### src/rtl/mem_arb_pkg.sv
`default_nettype none
// ============================================================================
// mem_arb_pkg : shared defaults and requester-ID type for the two-port arbiter
// Rev 1.0
// ============================================================================
package mem_arb_pkg;

    localparam int C_MEM_AW_DEF   = 16;
    localparam int C_MEM_DW_DEF   = 32;
    localparam int C_MAX_OUTS_DEF = 4;

    typedef logic req_id_t;

    localparam req_id_t C_ID_R0 = 1'b0;
    localparam req_id_t C_ID_R1 = 1'b1;

endpackage : mem_arb_pkg
`default_nettype wire

### src/rtl/rd_tag_fifo.sv
`default_nettype none
// ============================================================================
// rd_tag_fifo : in-order FIFO of requester IDs for outstanding reads
// Rev 1.0
// ============================================================================
module rd_tag_fifo
    import mem_arb_pkg::*;
#(
    parameter int DEPTH = C_MAX_OUTS_DEF
) (
    input  logic    clk,
    input  logic    rst_n,
    input  logic    push,
    input  logic    pop,
    input  req_id_t id_in,
    output req_id_t id_out,
    output logic    full,
    output logic    empty
);

    localparam int C_PW = $clog2(DEPTH);

    req_id_t         slot_q [DEPTH];
    logic [C_PW-1:0] wr_ptr_q, wr_ptr_d;
    logic [C_PW-1:0] rd_ptr_q, rd_ptr_d;
    logic [C_PW:0]   count_q,  count_d;
    logic            w_do_push;
    logic            w_do_pop;

    assign empty     = (count_q == '0);
    assign full      = (count_q == (C_PW+1)'(DEPTH));
    assign id_out    = slot_q[rd_ptr_q];
    assign w_do_pop  = pop & ~empty;
    // A pop in the same cycle frees the slot the push is about to use.
    assign w_do_push = push & (~full | w_do_pop);

    always_comb begin
        wr_ptr_d = wr_ptr_q;
        rd_ptr_d = rd_ptr_q;
        count_d  = count_q;
        if (w_do_push) wr_ptr_d = wr_ptr_q + 1'b1;
        if (w_do_pop)  rd_ptr_d = rd_ptr_q + 1'b1;
        case ({w_do_push, w_do_pop})
            2'b10:   count_d = count_q + 1'b1;
            2'b01:   count_d = count_q - 1'b1;
            default: count_d = count_q;
        endcase
    end

    always_ff @(posedge clk or negedge rst_n) begin
        if (!rst_n) begin
            wr_ptr_q <= '0;
            rd_ptr_q <= '0;
            count_q  <= '0;
        end else begin
            wr_ptr_q <= wr_ptr_d;
            rd_ptr_q <= rd_ptr_d;
            count_q  <= count_d;
        end
    end

    always_ff @(posedge clk) begin
        if (w_do_push) slot_q[wr_ptr_q] <= id_in;
    end

endmodule : rd_tag_fifo
`default_nettype wire

### src/rtl/mem_arb2.sv
`default_nettype none
// ============================================================================
// mem_arb2 : round-robin arbiter of two requesters onto one pipelined memory
// Rev 1.0
// ============================================================================
module mem_arb2
    import mem_arb_pkg::*;
#(
    parameter int MEM_AW   = C_MEM_AW_DEF,
    parameter int MEM_DW   = C_MEM_DW_DEF,
    parameter int MAX_OUTS = C_MAX_OUTS_DEF
) (
    input  logic              clk,
    input  logic              rst_n,
    input  logic              ena,
    input  logic              r0_req,
    input  logic              r0_write,
    input  logic [MEM_AW-1:0] r0_addr,
    input  logic [MEM_DW-1:0] r0_wdata,
    output logic              r0_gnt,
    output logic              r0_rdata_vld,
    output logic [MEM_DW-1:0] r0_rdata,
    input  logic              r1_req,
    input  logic              r1_write,
    input  logic [MEM_AW-1:0] r1_addr,
    input  logic [MEM_DW-1:0] r1_wdata,
    output logic              r1_gnt,
    output logic              r1_rdata_vld,
    output logic [MEM_DW-1:0] r1_rdata,
    output logic              mem_req,
    output logic              mem_write,
    output logic [MEM_AW-1:0] mem_addr,
    output logic [MEM_DW-1:0] mem_wdata,
    input  logic              mem_rdata_vld,
    input  logic [MEM_DW-1:0] mem_rdata,
    output logic              err_unexp
);

    logic              w_fifo_full, w_fifo_empty;
    logic              w_push, w_pop, w_rd_ok;
    logic              w_elig0, w_elig1, w_gnt0, w_gnt1;
    req_id_t           w_head_id, w_push_id;

    req_id_t           last_q, last_d;
    logic              mem_req_q, mem_req_d;
    logic              mem_write_q, mem_write_d;
    logic [MEM_AW-1:0] mem_addr_q, mem_addr_d;
    logic [MEM_DW-1:0] mem_wdata_q, mem_wdata_d;
    logic              err_q, err_d;

    assign w_pop   = mem_rdata_vld & ~w_fifo_empty;
    // A full FIFO still accepts a read when the head is leaving this cycle.
    assign w_rd_ok = ~w_fifo_full | w_pop;
    assign w_elig0 = r0_req & (r0_write | w_rd_ok);
    assign w_elig1 = r1_req & (r1_write | w_rd_ok);

    always_comb begin
        w_gnt0 = 1'b0;
        w_gnt1 = 1'b0;
        if (rst_n && ena) begin
            if (w_elig0 && w_elig1) begin
                w_gnt0 = (last_q == C_ID_R1);
                w_gnt1 = (last_q == C_ID_R0);
            end else begin
                w_gnt0 = w_elig0;
                w_gnt1 = w_elig1;
            end
        end
    end

    assign w_push    = (w_gnt0 & ~r0_write) | (w_gnt1 & ~r1_write);
    assign w_push_id = w_gnt1 ? C_ID_R1 : C_ID_R0;

    rd_tag_fifo #(
        .DEPTH (MAX_OUTS)
    ) u_tag_fifo (
        .clk    (clk),
        .rst_n  (rst_n),
        .push   (w_push),
        .pop    (w_pop),
        .id_in  (w_push_id),
        .id_out (w_head_id),
        .full   (w_fifo_full),
        .empty  (w_fifo_empty)
    );

    always_comb begin
        last_d      = last_q;
        mem_req_d   = w_gnt0 | w_gnt1;
        mem_write_d = 1'b0;
        mem_addr_d  = mem_addr_q;
        mem_wdata_d = mem_wdata_q;
        if (w_gnt0) begin
            last_d      = C_ID_R0;
            mem_write_d = r0_write;
            mem_addr_d  = r0_addr;
            mem_wdata_d = r0_wdata;
        end else if (w_gnt1) begin
            last_d      = C_ID_R1;
            mem_write_d = r1_write;
            mem_addr_d  = r1_addr;
            mem_wdata_d = r1_wdata;
        end
        err_d = err_q | (mem_rdata_vld & w_fifo_empty);
    end

    always_ff @(posedge clk or negedge rst_n) begin
        if (!rst_n) begin
            last_q      <= C_ID_R1;
            mem_req_q   <= 1'b0;
            mem_write_q <= 1'b0;
            mem_addr_q  <= '0;
            mem_wdata_q <= '0;
            err_q       <= 1'b0;
        end else begin
            last_q      <= last_d;
            mem_req_q   <= mem_req_d;
            mem_write_q <= mem_write_d;
            mem_addr_q  <= mem_addr_d;
            mem_wdata_q <= mem_wdata_d;
            err_q       <= err_d;
        end
    end

    assign r0_gnt       = w_gnt0;
    assign r1_gnt       = w_gnt1;
    assign r0_rdata_vld = rst_n & w_pop & (w_head_id == C_ID_R0);
    assign r1_rdata_vld = rst_n & w_pop & (w_head_id == C_ID_R1);
    assign r0_rdata     = mem_rdata;
    assign r1_rdata     = mem_rdata;
    assign mem_req      = mem_req_q;
    assign mem_write    = mem_write_q;
    assign mem_addr     = mem_addr_q;
    assign mem_wdata    = mem_wdata_q;
    assign err_unexp    = err_q;

endmodule : mem_arb2
`default_nettype wire

### config.mk
export PLATFORM = sky130hd
export DESIGN_NAME = mem_arb2
export DESIGN_NICKNAME = d
export VERILOG_FILES = /design/src/rtl/mem_arb_pkg.sv /design/src/rtl/rd_tag_fifo.sv /design/src/rtl/mem_arb2.sv
export SDC_FILE = /design/constraint.sdc
export NUM_CORES = 1
export LEC_CHECK = 0
export BUFFER_PORTS_ARGS = -buffer_cell sky130_fd_sc_hd__buf_4
export CORE_MARGIN = 5
export CORE_UTILIZATION = 42
export DETAILED_ROUTE_END_ITERATION = 12
export PLACE_DENSITY = 0.81
export SYNTH_ARGS = -nofsm -noshare
export SYNTH_HDL_FRONTEND = slang
export SYNTH_SLANG_ARGS = --single-unit
export TNS_END_PERCENT = 1
### constraint.sdc
create_clock -name clk -period 2.8 [get_ports clk]
set_input_delay 0 -clock clk [delete_from_list [all_inputs] [get_ports clk]]
set_output_delay 0 -clock clk [all_outputs]
set_load 0.02 [all_outputs]
==> results.py <==
metrics = {
    "place": {
        "placed_cell_area_sq_um": 4480,
        "portBuffers": 158,
        "dp_hpwl_um": 7930,
        "place_congestion": 0.810,
    },
    "global_route": {
        "antenna_found_initial": 0,
        "grt_pass1_vias": 4090,
        "grt_max_degree": 54,
        "grt.total_usage_pct": 23.4,
        "grt_pass1_wl_um": 20800,
        "grt_overflow": 0,
    },
    "clock_network": {
        "clk_pin_slew_worst_paths_ns": 0.08,
        "clock_path_buffers": 2,
        "post-cts-setup-buffer-count": 0,
        "tritoncts": "built",
        "insertion_delay_ns": 0.34,
        "cts_buffers": 9,
        "htreeDepth": 3,
        "root_buffer": "clkbuf_8",
        "cts.sinks": 63,
    },
    "pwr": {
        "ir_drop_v": 0.000313,
        "switching_share_pct": 35.4,
        "seqPwrFrac_pct": 35.2,
        "power_density_nw_per_um2": 655,
        "p_switching_w": 0.00132,
        "combPwrFrac_pct": 43.1,
        "clkPwrFrac_pct": 21.7,
        "internal_power_w": 0.00241,
        "p_leak_nw": 2.39,
    },
    "min_path": {
        "hold_class": "input pin to output port",
        "holdCritStartpoint": "mem_rdata[31]",
        "hold_end": "r0_rdata[31]",
        "hold_depth": 0,
    },
    "routing": {
        "dr.pass1.iters": 4,
        "vias_per_cell": 5.60,
        "wl_per_cell_um": 18.9,
        "vias": 3932,
        "final_antenna_net_count": 0,
        "wl_um": 13200,
        "drc": 0,
        "dr.first_iter.drc_count": 213,
    },
    "setup_path": {
        "end_kind": "flip-flop",
        "required_ns": 3.02,
        "cp.arrival_ns": 2.90,
        "path_class": "flip-flop to flip-flop",
        "critPathMaxFanout": 44,
        "reg2reg_slack_ns": 0.12,
        "r2r-end": "mem_wdata[10]$_DFFE_PN0P_",
        "start_kind": "flip-flop",
        "r2r_cells": 6,
        "worstReg2RegStart": "u_tag_fifo.count_q[1]$_DFFE_PN0P_",
    },
    "yosys": {
        "synth_cells": 411,
        "avgSynthCellArea_sq_um": 8.95,
        "yosys_register_bits": 63,
        "ys_warn_count": 0,
        "syn-num-nets": 553,
        "ys_types": 38,
        "yosysSeqAreaShare_pct": 43.4,
        "syn-cell-area_sq_um": 3680,
    },
    "status": {
        "status": "complete, no violations",
    },
    "floorplan": {
        "core_sq_um": 8640,
        "die_w_um": 104,
        "die_area_sq_um": 10700,
        "start_util_pct": 42.6,
        "fp.dieH_um": 104,
        "placementRows": 34,
        "ios": 255,
    },
    "flow_run": {
        "max_cap_violations": 0,
    },
    "sta": {
        "grt_setup_unrepaired": "false",
        "worstMarginPinSlew_ns": 0.681,
        "slew_headroom_pct": 54.5,
        "finalCriticalPeriod_ns": 2.68,
        "tns_ns": 0,
        "finalCritPeriodShare_pct": 95.7,
        "finClkSkew_ns": 0.0166,
        "hold_viol": 0,
        "clock.fmax_ghz": 0.373,
        "setup-violations-final": 0,
        "slew_violations": 0,
    },
    "final_layout": {
        "diodes": 0,
        "layout-drive-gt1-share_pct": 32.5,
        "stdcell_area_sq_um": 5700,
        "finalNetCount": 731,
        "syn_to_final_growth_pct": 54.9,
    },
}
-- cell type report --
class / instances / area (sq um)
Fill cell: 662 / 2940
Timing Repair Buffer: 266 / 2260
Sequential cell: 63 / 1600
Multi-Input combinational cell: 241 / 1470
Clock buffer: 11 / 141
Tap cell: 108 / 135
Clock inverter: 5 / 57.6
Inverter: 8 / 32.5
-- layout by cell type (no fill, tap or decap), drive strengths merged, types with 2 or more instances in the layout --
cell type and n:
xnor2 3, and2 4, nor2 7, nor2b 2, dfrtp 58, a21oi 3, edfxtp 4, nand3 50
inv 8, a21o 2, xor2 3, a31oi 48, nand2 4, buf 167, clkbuf 11, ha 5
o21ai 48, clkinvlp 3, nor3 50, dlygate4sd3 99
-- synthesized netlist by cell type --
library cell	count	area share [%]
a21o_1	2	0.41
nand2_1	4	0.41
nor4b_1	1	0.24
fa_1	1	0.54
a32oi_1	1	0.24
nor3_1	50	6.8
o31ai_1	1	0.20
xnor2_1	3	0.71
nand3_1	50	6.8
clkbuf_2	1	0.14
nor2_4	1	0.31
o2111a_1	1	0.31
o21ai_1	1	0.14
nand2b_1	1	0.17
o21ai_0	47	6.4
inv_1	7	0.71
or4b_1	1	0.27
buf_4	65	13
clkbuf_1	22	2.2
mux4_2	1	0.61
edfxtp_1	4	3.3
buf_1	2	0.20
mux2_2	1	0.31
mux2i_1	1	0.27
o2111ai_1	1	0.24
and2_1	4	0.68
nor2_1	6	0.61
dfstp_2	1	0.71
dfrtp_1	58	39
nor2b_1	2	0.34
and3_1	1	0.17
inv_2	1	0.10
buf_2	7	0.95
ha_1	5	1.7
xor2_1	3	0.71
a31oi_1	48	8.2
a21oi_1	2	0.27
buf_6	3	0.92
-- per-stage QoR --
step / setup slack [ns] / power [W] / hold slack [ns] / instances / utilization, %
after global placement: 0.558 / 0.00256 / -0.134 / 586 / 51.9
final: 0.121 / 0.00373 / 0.0000102 / 702 / 66.0
after CTS: 0.0670 / 0.00371 / 0.000201 / 701 / 65.6
after detailed placement: 0.493 / 0.00261 / -0.134 / 586 / 51.9
after global routing: 0.00163 / 0.00395 / 0.0000328 / 702 / 66.0
after floorplan: 0.561 / 0.00216 / -0.296 / 411 / -
-- worst max path at each step --
stage	cells after the start	slack, ns	start	endpoint
6_report	6	0.12	u_tag_fifo.count_q[1]$_DFFE_PN0P_	mem_wdata[10]$_DFFE_PN0P_
5_1_grt	6	0.002	u_tag_fifo.count_q[0]$_DFFE_PN0P_	mem_wdata[16]$_DFFE_PN0P_
4_1_cts	6	0.07	u_tag_fifo.count_q[0]$_DFFE_PN0P_	mem_wdata[8]$_DFFE_PN0P_
3_5_place_dp	11	0.49	u_tag_fifo.count_q[0]$_DFFE_PN0P_	u_tag_fifo.count_q[2]$_DFFE_PN0P_
3_3_place_gp	11	0.56	u_tag_fifo.count_q[0]$_DFFE_PN0P_	u_tag_fifo.count_q[2]$_DFFE_PN0P_
2_1_floorplan	5	0.56	u_tag_fifo.count_q[0]$_DFFE_PN0P_	u_tag_fifo.slot_q[0]$_DFFE_PP_
-- power groups by stage --
stage | Clock, W | Sequential, W | Combinational [W]
after floorplan | 0 | 0.00151 | 0.000644
after global placement | 0 | 0.00131 | 0.00125
after detailed placement | 0 | 0.00133 | 0.00129
after CTS | 0.000826 | 0.00131 | 0.00157
after global routing | 0.000863 | 0.00134 | 0.00174
final | 0.000809 | 0.00131 | 0.00161
-- critical path, cell delays in order (launching register included) --
cell and delay [ns]:
dfrtp_1 0.41, or4b_1 0.61, o2111a_4 0.34, buf_4 0.27, nor3_1 0.25, a31oi_1 0.07
dlygate4sd3_1 0.59
-- per-layer routing --
layer  global-route usage, %  routed length, um  share of wire (%)
met5                       0                  0                  0
met4                    11.6                444                3.4
met3                    7.03               1200                9.1
met2                    40.2               6760                 51
met1                    26.2               4830                 36
-- flip-flops by register name (all words and copies together), names as in the netlist --
name,flops
mem_wdata,32
mem_addr,16
u_tag_fifo.slot_q,4
u_tag_fifo.count_q,3
u_tag_fifo.rd_ptr_q,2
u_tag_fifo.wr_ptr_q,2
err_unexp,1
last_q,1
mem_req,1
mem_write,1
-- kinds of logic after synthesis --
family	Yosys count	share of synthesized area, %
AOI/OAI and AO/OA	104	16.4
adders and majority gates	6	2.24
muxes	3	1.19
xor gates and xnor gates	6	1.43
buffers and inverters	108	18.5
DFF	63	43.4
and+or+nand+nor	121	16.8
-- what timing repair did --
action	CTS	global route
resized for setup	0	5
hold buffers	99	0
endpoints found under the setup margin	0	49
endpoints found under the hold margin	75	0
(Power assumes the default switching activity.)
